`src/rtl/clk_stage_sequencer.sv`:
```
// Five-stage instruction sequencer: one-hot stage enables with run/step/halt
// control, memory-wait stalls with timeout, and a retired-instruction counter.
module clk_stage_sequencer #(
   parameter int unsigned CNT_WIDTH   = 32,
   parameter int unsigned STALL_LIMIT = 16
) (
   input  logic                 i_clk,
   input  logic                 i_rst,
   input  logic                 i_run,
   input  logic                 i_step_req,
   input  logic                 i_halt_req,
   input  logic                 i_stall,
   output logic [4:0]           o_stage_en_c,
   output logic                 o_halted,
   output logic                 o_step_ack,
   output logic                 o_stall_err,
   output logic [CNT_WIDTH-1:0] o_instr_cnt
);

   localparam int unsigned STALL_W = 8;
   localparam logic [STALL_W-1:0] STALL_MAX = STALL_W'(STALL_LIMIT);

   typedef enum logic [2:0] {
      S_HALT   = 3'd0,
      S_FETCH  = 3'd1,
      S_DECODE = 3'd2,
      S_EXE    = 3'd3,
      S_MEM    = 3'd4,
      S_WB     = 3'd5
   } state_t;

   state_t                r_state;
   logic                  r_mode_step;
   logic                  r_halt_pend;
   logic [STALL_W-1:0]    r_stall_cnt;
   logic                  r_step_prev;
   logic                  r_step_ack;
   logic                  r_stall_err;
   logic                  r_halted;
   logic [CNT_WIDTH-1:0]  r_instr_cnt;

   state_t                w_state_nxt;
   logic                  w_mode_step_nxt;
   logic                  w_halt_pend_nxt;
   logic [STALL_W-1:0]    w_stall_cnt_nxt;
   logic                  w_step_ack_nxt;
   logic                  w_stall_err_nxt;
   logic [CNT_WIDTH-1:0]  w_instr_cnt_nxt;
   logic [4:0]            w_stage_en;

   // State and control registers
   always_ff @(posedge i_clk) begin
      if (!i_rst) begin
         r_state     <= S_HALT;
         r_mode_step <= 1'b0;
         r_halt_pend <= 1'b0;
         r_stall_cnt <= '0;
         r_step_prev <= 1'b0;
         r_step_ack  <= 1'b0;
         r_stall_err <= 1'b0;
         r_halted    <= 1'b1;
         r_instr_cnt <= '0;
      end else begin
         r_state     <= w_state_nxt;
         r_mode_step <= w_mode_step_nxt;
         r_halt_pend <= w_halt_pend_nxt;
         r_stall_cnt <= w_stall_cnt_nxt;
         r_step_prev <= i_step_req;
         r_step_ack  <= w_step_ack_nxt;
         r_stall_err <= w_stall_err_nxt;
         r_halted    <= (w_state_nxt == S_HALT);
         r_instr_cnt <= w_instr_cnt_nxt;
      end
   end

   // Next-state, counters and stage decode
   always_comb begin
      w_state_nxt     = r_state;
      w_mode_step_nxt = r_mode_step;
      w_halt_pend_nxt = r_halt_pend;
      w_stall_cnt_nxt = r_stall_cnt;
      w_step_ack_nxt  = 1'b0;
      w_stall_err_nxt = r_stall_err;
      w_instr_cnt_nxt = r_instr_cnt;
      w_stage_en      = 5'b00000;

      if (r_state == S_HALT) begin
         w_stall_cnt_nxt = '0;
         w_halt_pend_nxt = 1'b0;
         if (!r_stall_err) begin
            if (i_run) begin
               w_state_nxt     = S_FETCH;
               w_mode_step_nxt = 1'b0;
            end else if (i_step_req && !r_step_prev) begin
               w_state_nxt     = S_FETCH;
               w_mode_step_nxt = 1'b1;
            end
         end
      end else begin
         w_halt_pend_nxt = r_halt_pend | i_halt_req;
         if (i_stall) begin
            w_stall_cnt_nxt = r_stall_cnt + STALL_W'(1);
            if ((STALL_LIMIT != 0) && (w_stall_cnt_nxt == STALL_MAX)) begin
               w_stall_err_nxt = 1'b1;
               w_state_nxt     = S_HALT;
               w_halt_pend_nxt = 1'b0;
            end
         end else begin
            w_stall_cnt_nxt = '0;
            case (r_state)
               S_FETCH: begin
                  w_stage_en  = 5'b00001;
                  w_state_nxt = S_DECODE;
               end
               S_DECODE: begin
                  w_stage_en  = 5'b00010;
                  w_state_nxt = S_EXE;
               end
               S_EXE: begin
                  w_stage_en  = 5'b00100;
                  w_state_nxt = S_MEM;
               end
               S_MEM: begin
                  w_stage_en  = 5'b01000;
                  w_state_nxt = S_WB;
               end
               S_WB: begin
                  w_stage_en      = 5'b10000;
                  w_instr_cnt_nxt = r_instr_cnt + CNT_WIDTH'(1);
                  if (r_mode_step || w_halt_pend_nxt || !i_run) begin
                     w_state_nxt     = S_HALT;
                     w_halt_pend_nxt = 1'b0;
                     w_step_ack_nxt  = r_mode_step;
                  end else begin
                     w_state_nxt = S_FETCH;
                  end
               end
               default: w_state_nxt = S_HALT;
            endcase
         end
      end
   end

   assign o_stage_en_c = w_stage_en;
   assign o_halted     = r_halted;
   assign o_step_ack   = r_step_ack;
   assign o_stall_err  = r_stall_err;
   assign o_instr_cnt  = r_instr_cnt;

endmodule

```
`config.mk`:
```
export PLATFORM = sky130hd
export DESIGN_NAME = clk_stage_sequencer
export DESIGN_NICKNAME = d
export VERILOG_FILES = /design/src/rtl/clk_stage_sequencer.sv
export SDC_FILE = /design/constraint.sdc
export NUM_CORES = 1
export LEC_CHECK = 0
export CAP_MARGIN = 10
export CORE_UTILIZATION = 40
export CTS_BUF_LIST = sky130_fd_sc_hd__clkbuf_4 sky130_fd_sc_hd__clkbuf_8
export DETAILED_ROUTE_END_ITERATION = 16
export SLEW_MARGIN = 20
export SYNTH_ARGS = -nofsm -noshare
export SYNTH_HDL_FRONTEND = slang
export SYNTH_SLANG_ARGS = --single-unit
```
`constraint.sdc`:
```
create_clock -name i_clk -period 2.91 [get_ports i_clk]
set_clock_uncertainty 0.15 [all_clocks]
set_input_delay 0.7275 -clock i_clk [delete_from_list [all_inputs] [get_ports i_clk]]
set_output_delay 0.7275 -clock i_clk [all_outputs]
set_load 0.02 [all_outputs]
```
Word-level counts from Yosys, hierarchy flattened:

Cells that the tools add are included.

* equality and inequality tests: 6
* bitwise logic cells: 7
* reductions and logical operators: 14
* multiplexer cells: 17
* $add $sub $neg: 2

Operator list (count)
* adder 32 x 1 -> 32 bit (second input constant): 1
* case mux 5 bit (5 select lines): 1
* two-way mux 3 bit: 6
* case mux 3 bit (5 select lines): 1
* two-way mux 5 bit: 2
* AND reduction 3 bit: 3
* adder 8 x 1 -> 8 bit (second input constant): 1
* equality test 8 x 5 -> 1 bit (second input constant): 1
* two-way mux 1 bit: 7
* equality test 3 x 2 -> 1 bit (second input constant): 2
* equality test 3 bit (second input constant): 2
* logical NOT 3 bit: 2
* inverter 1 bit: 6
* OR reduction 5 bit: 1
* equality test 3 x 1 -> 1 bit (second input constant): 1
* OR reduction 3 bit: 1
* logical NOT 1 bit: 2
* logical OR 1 bit: 2
* nonzero test 2 bit: 1
* OR reduction 2 bit: 1
* logical AND 1 bit: 1
* bitwise OR 1 bit: 1

* output and inout bits: 40
* bits in registers: 49
* input port bits: 6

Logic depth before layout (Yosys ltp):

Gate-level depths: netlist of run 1.

* depth after elaboration: 8
* depth in mapped cells: 8

Worst setup path after synthesis of run 1:

Ideal clock, no wire load.

* path type: in2out
* from: input port i_stall
* to: output port o_stage_en_c[1]
* data arrival time: 1710 ps
* required time: 2033 ps
* slack: 322 ps
* path buffers: 1
* stages: 2
* cell sequence: clkbuf_1 > nor4b_1

* word-level cells in the longest chain between the ends: 2

Ends and longest elaborated chain
* start: declaration: line 12 `input logic i_stall,`
* two-way mux 5 bit: line 101 `if (i_stall) begin`
* two-way mux 5 bit: line 87 `if (r_state == S_HALT) begin`
* end: declaration: line 13 `output logic [4:0] o_stage_en_c,`

Every way passes these cells.

Final worst setup path of run 1:

* from: input port i_stall
* to: output port o_stage_en_c[4]

The elaborated chain is that of the path after synthesis.

==> results_dict.tcl, run 1 <==
set metrics [dict create \
    start_util_pct 41.3 \
    pin_count 46 \
    cts.path.max_buffers 2 \
    synth_top_family_by_area "simple AND/OR/NAND/NOR gates" \
    routed-via-count 1975 \
    p_clk_share_pct 34.4 \
    design_area_sq_mm 0.00288 \
    crit_family "buffers and inverters" \
    fin_util_pct 52.6 \
    drt.antenna.violating_nets 0 \
    cts_root_buf "clkbuf_8" \
    path_cells "clkdlybuf4s50_1 > and4bb_2 > dlygate4sd2_1" \
    ir_drop_mv 0.237 \
    cp_data_required_time_ps 2030 \
    grt_pass1_vias 1768 \
    ys_top_cells_by_area "dfxtp_1, xnor2_1, nor2_1" \
    comb_power_share_pct 7.1 \
    yosys.area_share.simple_pct 30.6 \
    worstSetupPathType "in2out" \
    die_w_um 77.2 \
    setup_viol 0 \
    slowest_delay_ps 430 \
    ys_types 38 \
    synthDominantCellAreaShare_pct 43.4 \
    avgSynthCellArea_sq_um 8.54 \
    fin_nets 322 \
    crit_path_start_kind "primary input" \
    grt_max_degree 34 \
    grt_remaining_overflow 0 \
    async_flop_share_pct 0 \
    layout_common_cells "dfxtp_1, clkdlybuf4s50_1, nor2_1, xnor2_1, nand2_1" \
    synth_fa_ha_area_share_pct 1.66 \
    seqPwrFrac_pct 58.5 \
    place.gp.congestion 0.835 \
    netlist_area_sq_mm 0.00226 \
    critPathBufInv 2 \
    rsz0062_at_grt "no" \
    synth_seq_area_share_pct 43.4 \
    powerDensity_mw_per_mm2 414 \
    drt_wl_total_um 4670 \
    cts_tree "built" \
    wl_per_cell_um 12.1 \
    io_buffers 45 \
    ys.flop_type "dfxtp_1" \
    hold_class "reg2reg" \
    muxShareOfSynthArea_pct 0.442 \
    layout_min_cycle_time_ps 2790 \
    drive_gt1_share_pct 8.60 \
    hold_viol_final 0 \
    cts_sinks 49 \
    antennaDiodeCount 0 \
    synth-xor-area-share_pct 10.5 \
    synth_area_leader_cell "dfxtp_1" \
    status "finished, final reports clean" \
    netSwitchingPower_uw 271 \
    cts_made_buffers 5 \
    htree_levels 2 \
    core.rowCount 27 \
    post-route-period-util_pct 96.0 \
    dp_cells 378 \
    antenna_found_initial 0 \
    clkTransAtPathRegs_ps 80 \
    grtUsageTotal_pct 16.5 \
    drt_first_pass_iters 4 \
    synthCells 265 \
    p_leak_uw 0.000969 \
    place_area_sq_mm 0.00281 \
    tightestPinTransition_ps 340 \
    final_common_cell "dfxtp_1" \
    synth_compound_area_share_pct 9.35 \
    endpoint_kind "primary output" \
    max-slew-margin-rel_pct 77.0 \
    drc 0 \
    area_growth_pct 27.3 \
    crit_arrival_ps 1920 \
    yosys_warnings 0 \
    synth-edff-count 0 \
    dp_hpwl_um 3280 \
    postCtsSetupRepairBufs 0 \
    worst_path_max_delay_cell "clkdlybuf4s50_1" \
    finalMaxSlewViolations 0 \
    grt_pass1_wl_um 8070 \
    final_cells 386 \
    syn_nets 274 \
    coreArea_sq_mm 0.00547 \
    ys_seq_elements 49 \
    drv_cap 0 \
    worstPathMaxFanout 6 \
    die_area_sq_mm 0.00596 \
    swShare_pct 22.7 \
    fmax_mhz 358 \
    routed_via_density 5.12 \
    power.internal_uw 921 \
    clk_latency_ps 290 \
    drt_iter0_markers 97 \
    die_h_um 77.2 \
]
==> power groups by stage <==
| stage | logic [uW] | clock network, uW | registers (uW) |
|---|---|---|---|
| finish | 84.4 | 410 | 697 |
| global route | 93.3 | 454 | 700 |
| CTS | 85.5 | 427 | 697 |
| detailed placement | 87.5 | 0 | 713 |
| global placement | 86.8 | 0 | 713 |
| floorplan | 54.2 | 0 | 713 |
==> flip-flops by register name, indices dropped and copies added, names as in the netlist <==
signal / count
r_halt_pend: 1
r_stall_cnt: 8
r_step_prev: 1
o_step_ack: 1
o_stall_err: 1
o_instr_cnt: 32
o_halted: 1
r_state: 3
r_mode_step: 1
==> final timing paths <==
path,start,end,slack (ps),cells past startpoint
hold / removal,r_mode_step$_SDFFE_PN0P_,o_step_ack$_SDFF_PP0_,300,2
hold reg to reg,r_mode_step$_SDFFE_PN0P_,o_step_ack$_SDFF_PP0_,300,2
setup reg to reg,r_state[2]$_SDFF_PN0_,o_instr_cnt[28]$_SDFFE_PN0P_,570,6
setup / recovery,i_stall,o_stage_en_c[4],120,3
==> synth_stat cells, types with 2 or more instances <==
library cell,n
nand4_1,6
nor4b_1,4
a21oi_1,13
nor2_1,34
nor2b_1,2
buf_6,2
a41oi_1,2
xor2_1,5
nor3_1,9
and4_1,2
ha_1,3
nand3_1,15
o21ai_0,14
and3_1,6
nor4_1,6
nand2_1,18
a31oi_1,2
o211ai_1,2
or3_1,13
xnor2_1,22
inv_1,7
and2_1,2
o21bai_1,2
nor4bb_1,2
clkbuf_1,11
dfxtp_1,49
==> worst register-to-register path: stages (launching register included) <==
cell and delay [ps]:
dfxtp_1 470, and4bb_2 360, buf_4 150, nand4_4 90
or4_4 570, or3_1 320, a21oi_1 150
==> layout make-up <==
type | count | area [sq um]
flip-flops and latches | 49 | 981
fillers | 559 | 2590
multi-input cells | 195 | 1190
repair buffers | 54 | 497
well taps | 72 | 90.1
clock buffers | 8 | 91.3
inverters | 8 | 30.0
==> metrics by stage <==
stage / total power, uW / hold slack [ps] / setup TNS (ps) / setup WS (ps)
2_1_floorplan: 767 / 260 / 0 / 322
3_3_place_gp: 800 / 280 / -2200 / -254
3_5_place_dp: 801 / 288 / -2910 / -300
4_1_cts: 1210 / 299 / 0 / 10.7
5_1_grt: 1250 / 309 / 0 / 25.1
6_report: 1190 / 296 / 0 / 116
==> logic make-up (layout without fill, tap and decap cells) <==
family	Yosys count	count (layout)
multiplexers	1	1
AO/OA/AOI/OAI	37	37
flip-flops	49	49
XOR/XNOR	27	27
AND/OR/NAND/NOR	127	127
adder cells (fa/ha/maj)	3	3
buffers and inverters	21	70
==> metal layers <==
metal / GRT usage, % / vias to the layer above / wire, um
met4: 5.66 / 0 / 60
met5: 0 / - / 0
met3: 3.69 / 7 / 194
met1: 22.4 / 901 / 2420
li1: - / 1025 / -
met2: 25.7 / 42 / 2000
==> repair_timing <==
item                                    in CTS  in global routing
endpoints found under the setup margin       5                  5
hold buffers                                 0                  0
cloned                                       0                  0
resized for setup                            6                 13
(Power assumes the default switching activity.)
==> run 2, diff against run 1 <==
- CAP_MARGIN: 10 -> not set
- CORE_UTILIZATION: 40 -> 53
- HOLD_SLACK_MARGIN: not set -> 0.08
- PLACE_DENSITY: not set -> 0.82
==> run 2 against run 1 <==
  * Non-clock buffer count decreased by 2
  * Wire length increased by 0.81%
  * Maximum frequency decreased by 3.4%
  * Flip-flop and latch count unchanged
  * Combinational power decreased by 0.5%
  * Sequential power about the same
==> results_dict.tcl, run 2 (same netlist as run 1, synthesis figures left out) <==
set metrics [dict create \
    status "finished, final reports clean" \
    dp_cells 354 \
    place.gp.congestion 0.862 \
    max-slew-margin-rel_pct 76.2 \
    grt_pass1_wl_um 7450 \
    endpoint_kind "primary output" \
    layout_min_cycle_time_ps 2890 \
    layout_common_cells "dfxtp_1, clkdlybuf4s50_1, nor2_1, xnor2_1, nand2_1" \
    wl_per_cell_um 13.0 \
    seqPwrFrac_pct 56.0 \
    final_cells 361 \
    cts.path.max_buffers 2 \
    p_clk_share_pct 37.2 \
    hold_viol_final 0 \
    tightestPinTransition_ps 351 \
    fin_util_pct 70.6 \
    hold_ws_ps 289 \
    powerDensity_mw_per_mm2 434 \
    drt_iter0_markers 141 \
    area_growth_pct 26.7 \
    r2r_slack_ps 590 \
    fmax_mhz 346 \
    cts_made_buffers 5 \
    timing.rr.start "r_state[2]$_SDFF_PN0_" \
    hold_start "r_mode_step$_SDFFE_PN0P_" \
    reg2reg_depth 6 \
    grt_remaining_overflow 0 \
    clk_latency_ps 290 \
    path_cells "clkdlybuf4s50_1 > nor4bb_1 > dlygate4sd2_1" \
    crit_arrival_ps 2010 \
    clkTransAtPathRegs_ps 80 \
    grt_pass1_vias 1668 \
    finalMaxSlewViolations 0 \
    final_common_cell "dfxtp_1" \
    swShare_pct 22.0 \
    rsz0062_at_grt "yes" \
    coreArea_sq_mm 0.00406 \
    drt_first_pass_iters 4 \
    worstPathMaxFanout 6 \
    cts_root_buf "clkbuf_8" \
    antenna_found_initial 0 \
    slowest_delay_ps 500 \
    cts_sinks 49 \
    fin_nets 320 \
    worstSetupPathType "in2out" \
    io_buffers 45 \
    worst_path_max_delay_cell "clkdlybuf4s50_1" \
    largest_reg_flops 32 \
    grtUsageTotal_pct 21.8 \
    power.internal_uw 971 \
    htree_levels 2 \
    drive_gt1_share_pct 6.11 \
    pin_count 46 \
    drt.antenna.violating_nets 0 \
    dp_hpwl_um 3260 \
    setup_viol 0 \
    p_leak_uw 0.000980 \
    die_w_um 67.3 \
    r2r-end "o_instr_cnt[30]$_SDFFE_PN0P_" \
    ir_drop_mv 0.361 \
    comb_power_share_pct 6.7 \
    antennaDiodeCount 0 \
    cts_tree "built" \
    hold_depth 2 \
    routed-via-count 2006 \
    cp_data_required_time_ps 2030 \
    whs_endpoint "o_step_ack$_SDFF_PP0_" \
    drc 0 \
    crit_path_start_kind "primary input" \
    start_util_pct 55.8 \
    grt_max_degree 34 \
    netSwitchingPower_uw 274 \
    fillCellCount 314 \
    die_h_um 67.3 \
    post-route-period-util_pct 99.4 \
    routed_via_density 5.56 \
    core.rowCount 23 \
    drt_wl_total_um 4710 \
    die_area_sq_mm 0.00453 \
    hold_class "reg2reg" \
    drv_cap 0 \
]
==> run 2: worst max-delay path by stage <==
stage	startpoint	end	slack, ps	cells after the start
6_report	i_stall	o_stage_en_c[2]	20	3
5_1_grt	i_stall	o_stage_en_c[2]	-30	3
4_1_cts	i_stall	o_stage_en_c[2]	40	3
3_5_place_dp	i_stall	o_stage_en_c[0]	-270	3
3_3_place_gp	i_stall	o_stage_en_c[4]	-220	3
2_1_floorplan	i_stall	o_stage_en_c[1]	320	2
==> run 2: layer usage <==
layer / vias to the layer above / GRT usage [%] / routed length [um]
met2: 45 / 33.3 / 2140
met4: 0 / 6.38 / 53
li1: 1023 / - / -
met5: - / 0 / 0
met1: 932 / 29.4 / 2320
met3: 6 / 6.76 / 188
==> run 2: what timing repair did <==
item	4_1_cts	5_1_grt
hold buffers	0	0
setup endpoints to repair	5	6
gates resized for setup	5	1
cloned	0	0
buffers inserted	0	0
pin swaps	0	0
==> run 2: cell type report <==
class                      instances  area, sq um  area share [%]
inverter                           8         30.0            1.05
tap                               50         62.6            2.18
sequential                        49          981            34.2
clock buffer                       5         68.8            2.40
clock inverter                     2         35.0            1.22
timing repair buffer              52          497            17.3
multi-input combinational        195         1190            41.6
==> run 2: critical path: cells and delay by family <==
kind	cells	cell delay [ps]
buffers and inverters	2	880
and+or+nand+nor	1	400
==> run 2: through the flow <==
stage                     TNS (ps)  cell area, sq um  worst slack [ps]  power [uW]
final                            0              2870              18.2        1240
after detailed placement     -2510              2760              -268         798
after CTS                        0              2860              42.5        1250
after global placement       -2030              2760              -219         796
after floorplan                  0              2260               322         767
after global routing         -77.7              2870             -27.8        1290
==> run 2: power by group through the flow <==
| stage | registers [uW] | logic [uW] | clock network, uW |
|---|---|---|---|
| after floorplan | 713 | 54.2 | 0 |
| after global placement | 713 | 83.5 | 0 |
| after global routing | 699 | 92.5 | 500 |
| after detailed placement | 713 | 85.3 | 0 |
| after CTS | 697 | 83.9 | 474 |
| final | 697 | 84.0 | 463 |
==> run 3, diff against run 2 <==
- CORE_ASPECT_RATIO: not set -> 0.5
- SLEW_MARGIN: 20 -> not set
==> run 3 against run 2 <==
  * First-iteration DRC count shrank 48%
  * Critical path depth stayed put
  * Utilization grew 1.5 points
  * Final cell count increased by 1.4%
  * Via count up 1.2%
  * Worst hold slack improved by 3.8 ps
  * Sequential share of layout area fell by 0.28 points
  * Setup slack gained 330 ps
  * Cell area increased by 0.83%
==> results_dict.tcl, run 3 (same netlist as run 1, synthesis figures left out) <==
set metrics [dict create \
    die_area_sq_mm 0.00455 \
    max-slew-margin-rel_pct 75.6 \
    routed-via-count 2031 \
    drc 0 \
    postCtsSetupRepairBufs 0 \
    grt_remaining_overflow 0 \
    p_leak_uw 0.000988 \
    design_area_sq_mm 0.00289 \
    grtUsageTotal_pct 22.2 \
    dp_hpwl_um 3400 \
    cts_made_buffers 5 \
    fin_total_pwr_uw 1290 \
    hold_viol_final 0 \
    fmax_mhz 390 \
    dp_cells 358 \
    status "finished, final reports clean" \
    worstSetupPathType "in2out" \
    area_growth_pct 27.7 \
    timing.rr.start "r_state[2]$_SDFF_PN0_" \
    drive_gt1_share_pct 6.41 \
    cts_sinks 49 \
    place.gp.congestion 0.757 \
    rsz0062_at_grt "no" \
    endpoint_kind "primary output" \
    crit_path_start_kind "primary input" \
    setup.worst_path.start "i_stall" \
    htree_levels 2 \
    cts_root_buf "clkbuf_8" \
    coreArea_sq_mm 0.00400 \
    final_common_cell "dfxtp_1" \
    clkTransAtPathRegs_ps 80 \
    start_util_pct 56.5 \
    final_cells 366 \
    ir_drop_mv 0.249 \
    drv_cap 0 \
    cts.path.max_buffers 2 \
    drt.antenna.violating_nets 0 \
    path_cells "dlymetal6s2s_1 > nor4bb_1 > dlygate4sd2_1" \
    reg2reg_depth 6 \
    routed_via_density 5.55 \
    place_area_sq_mm 0.00277 \
    drt_iter0_markers 74 \
    grt_pass1_wl_um 7670 \
    worstPathMaxFanout 6 \
    crit_arrival_ps 1690 \
    clk_latency_ps 300 \
    worst_path_max_delay_cell "dlygate4sd2_1" \
    endpoint "o_stage_en_c[2]" \
    drt_wl_total_um 4800 \
    r2r_slack_ps 570 \
    hold_buffers 0 \
    antenna_found_initial 0 \
    largest_reg_flops 32 \
    antennaDiodeCount 0 \
    tightestPinTransition_ps 361 \
    hold_ws_ps 293 \
    hold_class "reg2reg" \
    layout_common_cells "dfxtp_1, clkdlybuf4s50_1, nor2_1, xnor2_1, nand2_1" \
    hold_start "r_mode_step$_SDFFE_PN0P_" \
    r2r-end "o_instr_cnt[26]$_SDFFE_PN0P_" \
    slowest_delay_ps 390 \
    wl_per_cell_um 13.1 \
    post-route-period-util_pct 88.1 \
    cp_data_required_time_ps 2030 \
    fin_nets 320 \
    layout_min_cycle_time_ps 2560 \
    cts_tree "built" \
    drt_first_pass_iters 4 \
    io_buffers 45 \
    die_w_um 94.4 \
    setup_viol 0 \
    die_h_um 48.2 \
    powerDensity_mw_per_mm2 446 \
    grt_pass1_vias 1805 \
    core.rowCount 16 \
    finalMaxSlewViolations 0 \
    grt_max_degree 34 \
    pin_count 46 \
]
-- run 3: cell count changes in the layout (fill, tap and decap cells not counted) --
cell / change
and4bb_1: -1
and4bb_4: +1
clkbuf_8: +1
clkdlybuf4s50_1: -1
clkinv_2: -1
clkinvlp_4: +1
dlymetal6s2s_1: +1
or4_1: +1
or4_4: -1
-- run 3: what timing repair did --
action / CTS / global route
resized for setup: 7 / 1
pin swaps: 0 / 1
setup endpoints to repair: 10 / 11
-- run 3: stage by stage --
stage / setup slack, ps / util, % / setup TNS [ps]
after global routing: 250 / 72.2 / 0
final: 345 / 72.2 / 0
after detailed placement: -366 / 69.2 / -3810
after floorplan: 322 / - / 0
after CTS: 18.1 / 72.1 / 0
after global placement: -284 / 69.2 / -2530
-- run 3: layout make-up --
class | instances | area (sq um)
well taps | 54 | 67.6
flip-flops and latches | 49 | 981
repair buffers | 52 | 499
fillers | 332 | 1110
multi-input cells | 195 | 1190
clock buffers | 6 | 82.6
inverters | 8 | 30.0
clock inverters | 2 | 37.5
-- run 3: power breakdown --
group	switching [uW]	internal [uW]
logic	44.5	36.8
registers	14.0	684
clock network	229	280
-- run 3: how the worst min path moves through the flow --
stage	end	slack, ps	cells past startpoint
5_1_grt	o_step_ack$_SDFF_PP0_	310	2
4_1_cts	o_step_ack$_SDFF_PP0_	290	2
3_3_place_gp	o_step_ack$_SDFF_PP0_	270	2
3_5_place_dp	o_step_ack$_SDFF_PP0_	280	2
2_1_floorplan	o_step_ack$_SDFF_PP0_	260	2
6_report	o_step_ack$_SDFF_PP0_	290	2
-- run 3: layer usage --
layer  wire length [um]  part of all wire, %  vias to the layer above  global-route usage [%]
met5                  0                    0                        -                       0
met3                175                  3.6                        5                    4.83
met1               2240                   47                      963                    24.9
li1                   -                    -                     1020                       -
met4                 42                 0.87                        0                    7.08
met2               2340                   49                       43                    44.5
-- run 3: critical path, delay by kind of cell --
kind                   cells  cell delay [ps]
buffers and inverters      2              570
and+or+nand+nor            1              380
